**config.mk**
```make
export PLATFORM = sky130hd
export DESIGN_NAME = read_bpm_test_link_flat
export DESIGN_NICKNAME = d
export VERILOG_FILES = /design/src/rtl/read_bpm_test_link_if.sv /design/src/rtl/read_bpm_test_link.sv /design/src/flat_wrapper.sv
export SDC_FILE = /design/constraint.sdc
export NUM_CORES = 1
export LEC_CHECK = 0
export ABC_AREA = 1
export BUFFER_PORTS_ARGS = -buffer_cell sky130_fd_sc_hd__buf_4
export CELL_PAD_IN_SITES_DETAIL_PLACEMENT = 0
export CELL_PAD_IN_SITES_GLOBAL_PLACEMENT = 1
export CORE_UTILIZATION = 41
export DETAILED_ROUTE_END_ITERATION = 16
export PLACE_DENSITY_LB_ADDON = 0.1
export SKIP_CTS_REPAIR_TIMING = 1
export SLEW_MARGIN = 20
export SYNTH_ARGS = -nofsm -noshare
export SYNTH_HDL_FRONTEND = slang
export SYNTH_SLANG_ARGS = --single-unit
```
**constraint.sdc**
```tcl
create_clock -name auroraUserClk -period 3.2 [get_ports auroraUserClk]
set_input_delay 0.16 -clock auroraUserClk [delete_from_list [all_inputs] [get_ports auroraUserClk]]
set_output_delay 0.16 -clock auroraUserClk [all_outputs]
set_load 0.005 [all_outputs]
```
**src/rtl/read_bpm_test_link_if.sv**
```systemverilog
// ---------------------------------------------------------------------------
// read_bpm_test_link_if
// AXI-stream bundle that carries the BPM test pattern from the Aurora RX user
// interface into the test-link checker.
//   tdata  : 32-bit stream word
//   tvalid : word present
//   tlast  : final word of a packet
//   tready : sink ready (driven by the checker)
// master : the stream source (Aurora core or a testbench driver)
// slave  : the checker
// ---------------------------------------------------------------------------
interface read_bpm_test_link_if;
  logic [31:0] tdata;
  logic        tvalid;
  logic        tlast;
  logic        tready;

  modport master (output tdata, output tvalid, output tlast, input tready);
  modport slave  (input tdata, input tvalid, input tlast, output tready);
endinterface

```
**src/rtl/read_bpm_test_link.sv**
```systemverilog
// ---------------------------------------------------------------------------
// read_bpm_test_link
// Receive-side checker for the BPM test-pattern stream sent over Aurora.
// Each packet is four words (header, X, Y, sum). Every field is compared with
// the pattern expected for the current fast-acquisition (FA) session and a
// one-cycle status pulse is issued per packet verdict or session-level error.
//
// Ports
//   auroraUserClk          : clock (Aurora user clock)
//   auroraResetN           : asynchronous active-low reset
//   auroraFAstrobe         : single-cycle start of a new FA session
//   auroraChannelUp        : Aurora channel status; low drops all traffic
//   clearCounters          : synchronous clear of all counters
//   BPM_TEST_AXI_STREAM_RX : stream input (slave modport), tready always 1
//   TESTstatusStrobe       : one-cycle verdict pulse
//   TESTstatusCode         : 0 ok, 1 header, 2 payload, 3 framing/sequence
//   packetCount            : good packets (saturating)
//   errorCount             : non-zero verdicts (saturating)
//   sessionCount           : error-free complete sessions (saturating)
//   dbgRxState             : current receive state
// ---------------------------------------------------------------------------
module read_bpm_test_link #(
  parameter int    BPM_GLOBAL_INDEX     = 2,
  parameter int    BPM_COUNT_PER_SECTOR = 16,
  parameter int    CELL_INDEX           = 12,
  parameter string stateDebug           = "false"
) (
  input  logic                        auroraUserClk,
  input  logic                        auroraResetN,
  input  logic                        auroraFAstrobe,
  input  logic                        auroraChannelUp,
  input  logic                        clearCounters,
  read_bpm_test_link_if.slave         BPM_TEST_AXI_STREAM_RX,
  output logic                        TESTstatusStrobe,
  output logic [1:0]                  TESTstatusCode,
  output logic [31:0]                 packetCount,
  output logic [15:0]                 errorCount,
  output logic [15:0]                 sessionCount,
  output logic [2:0]                  dbgRxState
);

  typedef enum logic [2:0] {
    RX_HEADER  = 3'd0,
    RX_X       = 3'd1,
    RX_Y       = 3'd2,
    RX_SUM     = 3'd3,
    RX_DISCARD = 3'd4
  } rxState_t;

  localparam logic [5:0]  COUNT     = 6'(BPM_COUNT_PER_SECTOR);
  // Header bits [31:5]: marker, cell index, reserved zero, FOFB prefix.
  localparam logic [26:0] HDR_FIXED = {16'hA5BE, 1'b1, 5'(CELL_INDEX), 1'b0,
                                       4'(BPM_GLOBAL_INDEX)};

  localparam logic [1:0] CODE_OK    = 2'd0;
  localparam logic [1:0] CODE_HDR   = 2'd1;
  localparam logic [1:0] CODE_PAY   = 2'd2;
  localparam logic [1:0] CODE_FRAME = 2'd3;

  function automatic logic [31:0] satInc32(input logic [31:0] v);
    return (&v) ? v : v + 32'd1;
  endfunction

  function automatic logic [15:0] satInc16(input logic [15:0] v);
    return (&v) ? v : v + 16'd1;
  endfunction

  // Registered state
  rxState_t    rxState, rxNext;
  logic        readyReg;
  logic [5:0]  expIdx;
  logic        sessErr;
  logic        sessSet;
  logic [14:0] cycleValue;
  logic        cycleValid;
  logic [1:0]  pendCode;
  logic        resyncValid;
  logic [5:0]  resyncIdx;

  // Decode of the current word
  logic [31:0] tdata;
  logic        tlast;
  logic        wordAccept;
  logic        chanUp;
  rxState_t    effState;
  logic [5:0]  effIdx;
  logic        effSessErr;
  logic        effSessSet;
  logic        hdrUpperOk;
  logic [5:0]  hdrRxIdx;
  logic        hdrOk;
  logic        resyncNow;
  logic        xOk;
  logic        yOk;
  logic [14:0] faVal;
  logic [14:0] faExpect;
  logic        faOk;
  logic        sumOk;

  // Verdict decode
  logic        wordErr;
  logic [1:0]  wordCode;
  logic        enterDiscard;
  logic        verdictVld;
  logic        verdictBad;
  logic [1:0]  verdictCode;
  logic        strobeIncomplete;
  logic        statusVld;
  logic [1:0]  statusCode;
  logic        resyncUse;
  logic [5:0]  resyncIdxUse;
  logic [5:0]  nextIdx;
  logic        sessDone;
  logic        sumSeen;

  assign tdata      = BPM_TEST_AXI_STREAM_RX.tdata;
  assign tlast      = BPM_TEST_AXI_STREAM_RX.tlast;
  assign wordAccept = BPM_TEST_AXI_STREAM_RX.tvalid && readyReg;
  assign chanUp     = auroraChannelUp;
  assign BPM_TEST_AXI_STREAM_RX.tready = readyReg;
  assign dbgRxState = rxState;

  // A strobe coinciding with a word makes that word the first header of the
  // new session, so all checks use the post-strobe view of the session.
  assign effState   = auroraFAstrobe ? RX_HEADER : rxState;
  assign effIdx     = auroraFAstrobe ? 6'd0 : expIdx;
  assign effSessErr = auroraFAstrobe ? 1'b0 : sessErr;
  assign effSessSet = auroraFAstrobe ? 1'b0 : sessSet;

  assign hdrUpperOk = (tdata[31:5] == HDR_FIXED);
  assign hdrRxIdx   = {1'b0, tdata[4:0]};
  // Once the session is complete no header index is acceptable.
  assign hdrOk      = (effIdx < COUNT) && hdrUpperOk && (tdata[4:0] == effIdx[4:0]);
  assign resyncNow  = hdrUpperOk && (tdata[4:0] != effIdx[4:0]) && (hdrRxIdx < COUNT);
  assign xOk        = (tdata == {16'hCAFE, 11'd0, effIdx[4:0]});
  assign yOk        = (tdata == {16'hBEEF, 11'd0, effIdx[4:0]});

  // First sum of a session must advance the previous session value by one,
  // unless no previous value exists (after reset or a channel drop).
  assign faVal      = tdata[30:16];
  assign faExpect   = effSessSet ? cycleValue : cycleValue + 15'd1;
  assign faOk       = (!effSessSet && !cycleValid) || (faVal == faExpect);
  assign sumOk      = !tdata[31] && (tdata[15:0] == {10'd0, effIdx}) && faOk;

  // State register (optionally tagged for on-chip debug capture)
  generate
    if (stateDebug == "true") begin : gStateDbg
      (* mark_debug = "true" *) rxState_t stateQ;
      always_ff @(posedge auroraUserClk or negedge auroraResetN) begin
        if (!auroraResetN) stateQ <= RX_HEADER;
        else               stateQ <= rxNext;
      end
      assign rxState = stateQ;
    end else begin : gStatePlain
      rxState_t stateQ;
      always_ff @(posedge auroraUserClk or negedge auroraResetN) begin
        if (!auroraResetN) stateQ <= RX_HEADER;
        else               stateQ <= rxNext;
      end
      assign rxState = stateQ;
    end
  endgenerate

  // Next-state logic
  always_comb begin
    rxNext = rxState;
    if (!chanUp) begin
      rxNext = RX_HEADER;
    end else begin
      if (auroraFAstrobe) rxNext = RX_HEADER;
      if (wordAccept) begin
        case (effState)
          RX_HEADER:  rxNext = tlast ? RX_HEADER : (hdrOk ? RX_X   : RX_DISCARD);
          RX_X:       rxNext = tlast ? RX_HEADER : (xOk   ? RX_Y   : RX_DISCARD);
          RX_Y:       rxNext = tlast ? RX_HEADER : (yOk   ? RX_SUM : RX_DISCARD);
          RX_SUM:     rxNext = tlast ? RX_HEADER : RX_DISCARD;
          RX_DISCARD: rxNext = tlast ? RX_HEADER : RX_DISCARD;
          default:    rxNext = RX_HEADER;
        endcase
      end
    end
  end

  // Output / verdict decode
  always_comb begin
    wordErr  = 1'b0;
    wordCode = CODE_OK;
    case (effState)
      RX_HEADER: begin
        if (tlast)       begin wordErr = 1'b1; wordCode = CODE_FRAME; end
        else if (!hdrOk) begin wordErr = 1'b1; wordCode = CODE_HDR;   end
      end
      RX_X: begin
        if (tlast)     begin wordErr = 1'b1; wordCode = CODE_FRAME; end
        else if (!xOk) begin wordErr = 1'b1; wordCode = CODE_PAY;   end
      end
      RX_Y: begin
        if (tlast)     begin wordErr = 1'b1; wordCode = CODE_FRAME; end
        else if (!yOk) begin wordErr = 1'b1; wordCode = CODE_PAY;   end
      end
      RX_SUM: begin
        if (!tlast)      begin wordErr = 1'b1; wordCode = CODE_FRAME; end
        else if (!sumOk) begin wordErr = 1'b1; wordCode = CODE_PAY;   end
      end
      default: begin
        wordErr  = 1'b0;
        wordCode = CODE_OK;
      end
    endcase

    enterDiscard = chanUp && wordAccept && (rxNext == RX_DISCARD) &&
                   (effState != RX_DISCARD);
    sumSeen      = chanUp && wordAccept && (effState == RX_SUM) && tlast;

    verdictVld   = chanUp && wordAccept && tlast;
    if (effState == RX_DISCARD) verdictCode = pendCode;
    else if (wordErr)           verdictCode = wordCode;
    else                        verdictCode = CODE_OK;
    verdictBad   = (verdictCode != CODE_OK);

    // Resynchronise to the received index only when the header was intact
    // apart from its index field.
    resyncUse    = (effState == RX_HEADER) ? resyncNow : resyncValid;
    resyncIdxUse = (effState == RX_HEADER) ? hdrRxIdx  : resyncIdx;
    if (effIdx >= COUNT)  nextIdx = effIdx;
    else if (!verdictBad) nextIdx = effIdx + 6'd1;
    else if (resyncUse)   nextIdx = resyncIdxUse + 6'd1;
    else                  nextIdx = effIdx + 6'd1;

    sessDone = verdictVld && !verdictBad && (nextIdx == COUNT) && !effSessErr;

    strobeIncomplete = chanUp && auroraFAstrobe && (expIdx != 6'd0) && (expIdx < COUNT);
    statusVld  = strobeIncomplete || verdictVld;
    statusCode = strobeIncomplete ? CODE_FRAME : verdictCode;
  end

  // Session / datapath registers
  always_ff @(posedge auroraUserClk or negedge auroraResetN) begin
    if (!auroraResetN) begin
      readyReg         <= 1'b0;
      TESTstatusStrobe <= 1'b0;
      TESTstatusCode   <= CODE_OK;
      expIdx           <= 6'd0;
      sessErr          <= 1'b0;
      sessSet          <= 1'b0;
      cycleValue       <= 15'd0;
      cycleValid       <= 1'b0;
      pendCode         <= CODE_OK;
      resyncValid      <= 1'b0;
      resyncIdx        <= 6'd0;
    end else begin
      readyReg         <= 1'b1;
      TESTstatusStrobe <= statusVld;
      TESTstatusCode   <= statusVld ? statusCode : CODE_OK;
      if (!chanUp) begin
        expIdx      <= 6'd0;
        sessErr     <= 1'b0;
        sessSet     <= 1'b0;
        cycleValid  <= 1'b0;
        pendCode    <= CODE_OK;
        resyncValid <= 1'b0;
      end else begin
        if (auroraFAstrobe) begin
          expIdx  <= 6'd0;
          sessErr <= 1'b0;
          sessSet <= 1'b0;
        end
        if (wordAccept && (effState == RX_HEADER)) begin
          resyncValid <= resyncNow;
          resyncIdx   <= hdrRxIdx;
        end
        if (enterDiscard) pendCode <= wordCode;
        if (verdictVld) begin
          expIdx <= nextIdx;
          if (verdictBad) sessErr <= 1'b1;
        end
        // The first checked sum fixes the session value, even when it failed
        // the increment check, so the rest of the session is judged on it.
        if (sumSeen && !effSessSet) begin
          cycleValue <= faVal;
          cycleValid <= 1'b1;
          sessSet    <= 1'b1;
        end
      end
    end
  end

  // Counters
  always_ff @(posedge auroraUserClk or negedge auroraResetN) begin
    if (!auroraResetN) begin
      packetCount  <= 32'd0;
      errorCount   <= 16'd0;
      sessionCount <= 16'd0;
    end else if (clearCounters) begin
      packetCount  <= 32'd0;
      errorCount   <= 16'd0;
      sessionCount <= 16'd0;
    end else begin
      if (verdictVld && !verdictBad)              packetCount  <= satInc32(packetCount);
      if (statusVld && (statusCode != CODE_OK))   errorCount   <= satInc16(errorCount);
      if (sessDone)                               sessionCount <= satInc16(sessionCount);
    end
  end

endmodule

```
**src/flat_wrapper.sv**
```systemverilog
// flat-port wrapper written by rule: the top's interface ports become plain ports
module read_bpm_test_link_flat 
#(
  parameter int    BPM_GLOBAL_INDEX     = 2,
  parameter int    BPM_COUNT_PER_SECTOR = 16,
  parameter int    CELL_INDEX           = 12,
  parameter string stateDebug           = "     "
)
  (auroraUserClk, auroraResetN, auroraFAstrobe, auroraChannelUp, clearCounters, TESTstatusStrobe, TESTstatusCode, packetCount, errorCount, sessionCount, dbgRxState, BPM_TEST_AXI_STREAM_RX_tdata, BPM_TEST_AXI_STREAM_RX_tvalid, BPM_TEST_AXI_STREAM_RX_tlast, BPM_TEST_AXI_STREAM_RX_tready);
  read_bpm_test_link_if BPM_TEST_AXI_STREAM_RX_i ();
  input  logic auroraUserClk;
  input  logic auroraResetN;
  input  logic auroraFAstrobe;
  input  logic auroraChannelUp;
  input  logic clearCounters;
  output logic TESTstatusStrobe;
  output logic [1:0] TESTstatusCode;
  output logic [31:0] packetCount;
  output logic [15:0] errorCount;
  output logic [15:0] sessionCount;
  output logic [2:0] dbgRxState;
  input wire logic [$bits(BPM_TEST_AXI_STREAM_RX_i.tdata)-1:0] BPM_TEST_AXI_STREAM_RX_tdata;
  input wire logic [$bits(BPM_TEST_AXI_STREAM_RX_i.tvalid)-1:0] BPM_TEST_AXI_STREAM_RX_tvalid;
  input wire logic [$bits(BPM_TEST_AXI_STREAM_RX_i.tlast)-1:0] BPM_TEST_AXI_STREAM_RX_tlast;
  output wire logic [$bits(BPM_TEST_AXI_STREAM_RX_i.tready)-1:0] BPM_TEST_AXI_STREAM_RX_tready;
  assign BPM_TEST_AXI_STREAM_RX_i.tdata = BPM_TEST_AXI_STREAM_RX_tdata;
  assign BPM_TEST_AXI_STREAM_RX_i.tvalid = BPM_TEST_AXI_STREAM_RX_tvalid;
  assign BPM_TEST_AXI_STREAM_RX_i.tlast = BPM_TEST_AXI_STREAM_RX_tlast;
  assign BPM_TEST_AXI_STREAM_RX_tready = BPM_TEST_AXI_STREAM_RX_i.tready;
  read_bpm_test_link #(.BPM_GLOBAL_INDEX(BPM_GLOBAL_INDEX), .BPM_COUNT_PER_SECTOR(BPM_COUNT_PER_SECTOR), .CELL_INDEX(CELL_INDEX), .stateDebug(stateDebug)) u_core (.auroraUserClk(auroraUserClk), .auroraResetN(auroraResetN), .auroraFAstrobe(auroraFAstrobe), .auroraChannelUp(auroraChannelUp), .clearCounters(clearCounters), .BPM_TEST_AXI_STREAM_RX(BPM_TEST_AXI_STREAM_RX_i), .TESTstatusStrobe(TESTstatusStrobe), .TESTstatusCode(TESTstatusCode), .packetCount(packetCount), .errorCount(errorCount), .sessionCount(sessionCount), .dbgRxState(dbgRxState));
endmodule
```
# Yosys cells after proc, flatten, opt, wreduce, memory -nomap -nowiden
# Cells that the tools add are included.
[classes] addsub=6 order_cmp=4 eq_ne=20 n_mux=64 n_reduce_logical=46
[ops] cell="$mux W16" n=6
[ops] cell="$mux W32" n=3
[ops] cell="$eq A32 B32 Y1" n=2
[ops] cell="$mux W6" n=6
[ops] cell="$add A16 B1 Y16 const B" n=2
[ops] cell="$add A32 B1 Y32 const B" n=1
[ops] cell="$reduce_and A16 Y1" n=2
[ops] cell="$reduce_and A32 Y1" n=1
[ops] cell="$mux W3" n=10
[ops] cell="$eq A27 B27 Y1 const B" n=1
[ops] cell="$mux W2" n=13
[ops] cell="$logic_and A1 B1 Y1" n=23
[ops] cell="$mux W1" n=21
[ops] cell="$eq A16 B6 Y1" n=1
[ops] cell="$add A15 B1 Y15 const B" n=1
[ops] cell="$eq A15 B15 Y1" n=1
[ops] cell="$mux W15" n=1
[ops] cell="$add A6 B1 Y6 const B" n=2
[ops] cell="$lt A6 B5 Y1 const B" n=2
[ops] cell="$pmux W3 S4" n=1
[ops] cell="$reduce_and A2 Y1" n=5
[ops] cell="$reduce_bool A2 Y1" n=5
[ops] cell="$pmux W2 S4" n=1
[ops] cell="$eq A3 B2 Y1 const B" n=2
[ops] cell="other kinds (17)" n=27
[word_totals] regBits=103 input_bits=39 out_inout_bits=71 word_cells=155

# Logic depth before layout (Yosys ltp)
[depth] ltp_word=18 mapped_depth=28 depth_no_buf=25

# Least setup slack after synthesis
# OpenSTA, ideal clock, no wires.
[synth_timing] path_type="reg-to-reg" start="reg u_core.gStatePlain.stateQ[2], in the netlist u_core.dbgRxState[2]" end="reg u_core.sessionCount[10]" setup_time_ns=0.117 t_arrival_ns=2.452 t_required_ns=3.083 slack_ns=0.631 path_stages_with_launch=22 n_path_buf=1 synth_period_minus_slack_ns=2.569 cell_sequence="dfrtp_1 -> inv_1 -> nor2_1 -> inv_1 -> nand2_1 -> inv_1 -> or2_0 -> o21a_1 -> ha_1 -> xnor2_1 -> inv_1 -> o21ai_1 -> inv_1 -> nand2_1 -> o21ai_1 -> nand2_1 -> nand2_1 -> nor2_2 -> nand3_4 -> buf_2 -> nand3_1 -> nand2_1"
[synth_between] elab_chain_len=13 word_cells_on_any_way=24 cone_classes="add/sub (1); eq/ne (5); mux (10); reduce/logical (8)"
[synth_lines] item="start, declared" line_no="read_bpm_test_link.sv:155" source="rxState_t stateQ;"
[synth_lines] item="start signal, assigned" line_no="read_bpm_test_link.sv:158" source="else stateQ <= rxNext;"
[synth_lines] item="$mux W3 (*)" line_no="read_bpm_test_link.sv:125" source="assign effState = auroraFAstrobe ? RX_HEADER : rxState;"
[synth_lines] item="branches (longest 8 deep; another with $add A6 B1 Y6)"
[synth_lines] item="$logic_and A1 B1 Y1 (*) (2 in a row)" line_no="read_bpm_test_link.sv:230" source="sessDone = verdictVld && !verdictBad && (nextIdx == COUNT) && !effSessErr;"
[synth_lines] item="$reduce_bool A2 Y1 (no source line) (*)"
[synth_lines] item="$reduce_and A2 Y1 (no source line) (*)"
[synth_lines] item="end signal, assigned" line_no="read_bpm_test_link.sv:301" source="if (sessDone) sessionCount <= satInc16(sessionCount);"
[synth_lines] item="end, declared" line_no="read_bpm_test_link.sv:38" source="output logic [15:0] sessionCount,"
# Mark *: on every way between the ends.
# A chain may end at the register's enable or synchronous reset.

# Worst setup path in the final report
[layout_timing] start="reg u_core.cycleValue[0]" end="reg u_core.sessionCount[14]"
[layout_between] elab_chain_len=18 word_cells_on_any_way=23 cone_classes="add/sub (1); eq/ne (2); mux (11); reduce/logical (9)"
[layout_lines] item="start, declared" line_no="read_bpm_test_link.sv:74" source="logic [14:0] cycleValue;"
[layout_lines] item="start signal, assigned" line_no="read_bpm_test_link.sv:280" source="cycleValue <= faVal;"
[layout_lines] item="$add A15 B1 Y15" line_no="read_bpm_test_link.sv:141" source="assign faExpect = effSessSet ? cycleValue : cycleValue + 15'd1;"
[layout_lines] item="$mux W15 (*)" line_no="read_bpm_test_link.sv:141"
[layout_lines] item="$eq A15 B15 Y1 (*)" line_no="read_bpm_test_link.sv:142" source="assign faOk = (!effSessSet && !cycleValid) || (faVal == faExpect);"
[layout_lines] item="$logic_or A1 B1 Y1 (*)" line_no="read_bpm_test_link.sv:142"
[layout_lines] item="$logic_and A1 B1 Y1 (*)" line_no="read_bpm_test_link.sv:143" source="assign sumOk = !tdata[31] && (tdata[15:0] == {10'd0, effIdx}) && faOk;"
[layout_lines] item="$mux W1 / $mux W2 (equally long branches)" line_no="read_bpm_test_link.sv:203" source="else if (!sumOk) begin wordErr = 1'b1; wordCode = CODE_PAY; end"
[layout_lines] item="$mux W1 / $mux W2 (equally long branches)" line_no="read_bpm_test_link.sv:202" source="if (!tlast) begin wordErr = 1'b1; wordCode = CODE_FRAME; end"
[layout_lines] item="$pmux W1 S4 / $pmux W2 S4 (equally long branches)" line_no="read_bpm_test_link.sv:188" source="case (effState)"
[layout_lines] item="$mux W2 (*)" line_no="read_bpm_test_link.sv:217" source="else if (wordErr) verdictCode = wordCode;"
[layout_lines] item="$mux W2 (*)" line_no="read_bpm_test_link.sv:216" source="if (effState == RX_DISCARD) verdictCode = pendCode;"
[layout_lines] item="$reduce_bool A2 Y1 (*)" line_no="read_bpm_test_link.sv:219" source="verdictBad = (verdictCode != CODE_OK);"
[layout_lines] item="$mux W6" line_no="read_bpm_test_link.sv:226" source="else if (!verdictBad) nextIdx = effIdx + 6'd1;"
[layout_lines] item="$mux W6" line_no="read_bpm_test_link.sv:225" source="if (effIdx >= COUNT) nextIdx = effIdx;"
[layout_lines] item="$eq A6 B5 Y1" line_no="read_bpm_test_link.sv:230"
[layout_lines] item="$logic_and A1 B1 Y1 (*) (2 in a row)" line_no="read_bpm_test_link.sv:230"
[layout_lines] item="$reduce_bool A2 Y1 (no source line) (*)"
[layout_lines] item="$reduce_and A2 Y1 (no source line) (*)"
# Mark *: on every way between the ends. The rest lies on a longest branch, timed or not.

==> summary.md <==
| Metric | Value |
|---|---|
| Outcome | `complete, no violations` |
| Seq cells post-synth | `103` |
| Die height | `134.3 µm` |
| Final #Nets | `1222` |
| Metal3 WL | `435 µm` |
| Finished Cell Area | `approximately 0.0087 mm²` |
| Pwr Density | `328.6 mW/mm²` |
| Tot Pwr | `2.868 mW` |
| Syn_nets | `between 1000 and 1500` |
| Syn Area/Cell | `6.799 µm²` |
| Sink Count | `103` |
| Total Routing Usage GR | `between 20% and 30%` |
| WL final | `between 20 and 25 mm` |
| Share of cells above drive strength 1 | `16.24%` |
| Worst Hold Class | `in -> reg` |
| CP required | `3.45 ns` |
| Number of remaining DRC errors | `0` |
| Clock Skew | `0.01130 ns` |
| EDFF count, synth | `0` |
| Post-DR wirelength/cell | `14.64 µm` |
| Grt ovf | `0` |
| Met2 Wirelength | `9.921 mm` |
| DR pass1 iterations | `7` |
| Max Slew Vio Count | `0` |
| # fillers | `between 1500 and 2000` |
| Synthesis warning total | `0` |
| Routed via count | `7044` |
| Synthesized area | `0.007179 mm²` |
| Port bufs | `109` |
| Post-route ant nets | `0` |
| Clock latency on the worst-skew pair | `0.35 ns` |
| First-pass GRT wire length | `~34 mm` |
| Total die area | `0.01804 mm²` |
| Final Hold Viols | `0` |
| Area growth syn-to-layout | `21.58%` |
| Most frequent cells in the layout | `276 x nand2_1, 143 x inv_1, 131 x buf_4` |
| CTS buffer count | `9` |
| Worst EP arrival | `roughly 3.2 ns` |
| H-tree depth | `3` |
| Antenna diodes | `0` |
| Highest Signal Layer | `met4` |
| Sequential fraction of the synthesis area | `between 30% and 40%` |
| Most common cell after layout, fill and taps aside | `nand2_1` |
| Vias in the first global route | `6615` |
| Leak Pwr | `about 4.1 nW` |
| Ys flop type | `dfrtp_1` |
| Period utilization | `between 90% and 100%` |
| Antenna violations before repair | `0` |
| CP Max Fanout | `10` |
| Final worst slack | `0.2831 ns` |
| Post-layout util | `50.82%` |
| Distinct cells, synth | `50` |
| GP Congestion | `~0.86` |
| Critical path type | `reg -> reg` |
| Crit path launch type | `register` |
| Final Critical Period | `2.917 ns` |
| IO Pins | `110` |
| Post-DP HPWL | `roughly 16 mm` |
| Die width | `134.3 µm` |
| CORE AREA | `0.01718 mm²` |
| 1st-iter DRT viols | `361` |
| Root buf cell | `clkbuf_16` |
| Area after DPL | `0.008284 mm²` |
| Row cnt | `48` |
| Initial Utilization | `41.80%` |
| TritonCTS clock tree | `built` |
| Largest net degree at the start of global routing | `60` |
| Cells after Synth | `1056` |
| Slew HR | `47.82%` |
| Async S/R FF share, synth | `between 90% and 100%` |
| Max-cap violations | `0` |
| Final setup violation count | `0` |
| Largest vdd supply drop | `0.2714 mV` |
| Clock buffer depth | `2` |
| Routed vias/inst | `5.006` |
| CP Capture Type | `register` |
| Met1 WL | `10.00 mm` |
| Worst-margin pin slew | `between 0.7 and 0.8 ns` |
| Highest clock rate | `342.8 MHz` |
| Clock slew at reported path FFs | `0.07 ns` |
| Pre-CTS WS | `0.08955 ns` |
[through the flow]
stage / TNS [ns] / hold slack (ns) / instances
after detailed placement: 0 / 0.2829 / 1384
after floorplan: 0 / -0.1356 / 1056
final: 0 / 0.06725 / 1407
after CTS: 0 / -0.1017 / 1400
after global routing: -0.04722 / 0.05969 / 1407
after global placement: 0 / 0.2816 / 1384
[flip-flops by register name (all words and copies together) (netlist names)]
signal                                count
u_core.cycleValue                        15
u_core.expIdx                             6
u_core.TESTstatusStrobe                   1
u_core.cycleValid                         1
u_core.resyncIdx                          5
u_core.sessionCount                      16
u_core.dbgRxState                         3
u_core.resyncValid                        1
u_core.pendCode                           2
u_core.BPM_TEST_AXI_STREAM_RX.tready      1
u_core.sessSet                            1
u_core.sessErr                            1
u_core.TESTstatusCode                     2
u_core.packetCount                       32
u_core.errorCount                        16
[cell usage after synthesis (all sizes together), types with 10 or more instances]
master,number,area (µm²)
nand2,285,1107
inv,146,555.5
nor2,126,539.3
dfrtp,103,2577
nand3,80,417.9
o21ai,80,400.4
nor3,44,225.2
xor2,41,359.1
nand4,32,206.5
a21oi,25,128.9
nor4,17,106.4
buf,13,85.07
clkbuf,10,37.54
[routing by layer]
layer | track usage, % | vias up
li1 | - | 3657
met1 | 31.82 | 3289
met2 | 39.67 | 79
met3 | 3.212 | 19
met4 | 6.492 | 0
met5 | 0 | -
[path summary, 6_finish.rpt]
check,start,end,slack [ns],cells past startpoint
max reg2reg,u_core.cycleValue[0],u_core.sessionCount[14],0.28,24
min reg2reg,u_core.resyncIdx[4],u_core.resyncIdx[4],0.49,2
max in group asynchronous,auroraResetN,u_core.cycleValue[1],1.84,3
max,u_core.cycleValue[0],u_core.sessionCount[14],0.28,24
min,BPM_TEST_AXI_STREAM_RX_tdata[19],u_core.cycleValue[3],0.07,2
min in group asynchronous,auroraResetN,u_core.packetCount[25],0.42,2
[worst max-delay path, stage by stage (launching register included)]
cell,delay [ns]
dfrtp_2,0.42
ha_4,0.16
nand2_2,0.10
nor2_4,0.13
nand2_1,0.09
nand2_1,0.06
nand2_1,0.04
nor2_1,0.12
nand2_1,0.09
nor2_2,0.11
nand3_1,0.09
nand2_1,0.10
nand2_1,0.07
nand2_1,0.11
nand4_4,0.10
buf_6,0.17
nand2_1,0.05
o21ai_1,0.08
nand2_1,0.07
nand2_1,0.06
nor2_2,0.16
nand3_4,0.11
buf_4,0.18
nand3_1,0.07
nand2_1,0.06
[layout make-up]
cell class | instances | area (µm²) | area share (%)
Multi-Input combinational cell | 779 | 3955 | 45.31
Tap cell | 225 | 281.5 | 3.225
Clock inverter | 5 | 78.83 | 0.9031
Inverter | 151 | 574.3 | 6.580
Sequential cell | 103 | 2581 | 29.57
Timing Repair Buffer | 133 | 1005 | 11.51
Clock buffer | 11 | 252.7 | 2.896
[report_power, final]
group	switching [mW]	internal (mW)	leakage, nW
Combinational	0.176	0.102	2.55
Sequential	0.0223	1.32	1.42
Clock	0.514	0.729	0.166
[cell families (layout without fill, tap and decap cells)]
group                    Yosys count  in the layout  synth area share, %
AND/OR/NAND/NOR                  594            594                37.24
buffers and inverters            174            300                9.707
AO/OA/AOI/OAI                    128            128                9.847
flip-flops                       103            103                35.90
XOR/XNOR                          47             47                5.734
adder cells (fa/ha/maj)            6              6                1.046
multiplexers                       3              3               0.4705
other                              1              1              0.05223
(Power assumes the default switching activity.)
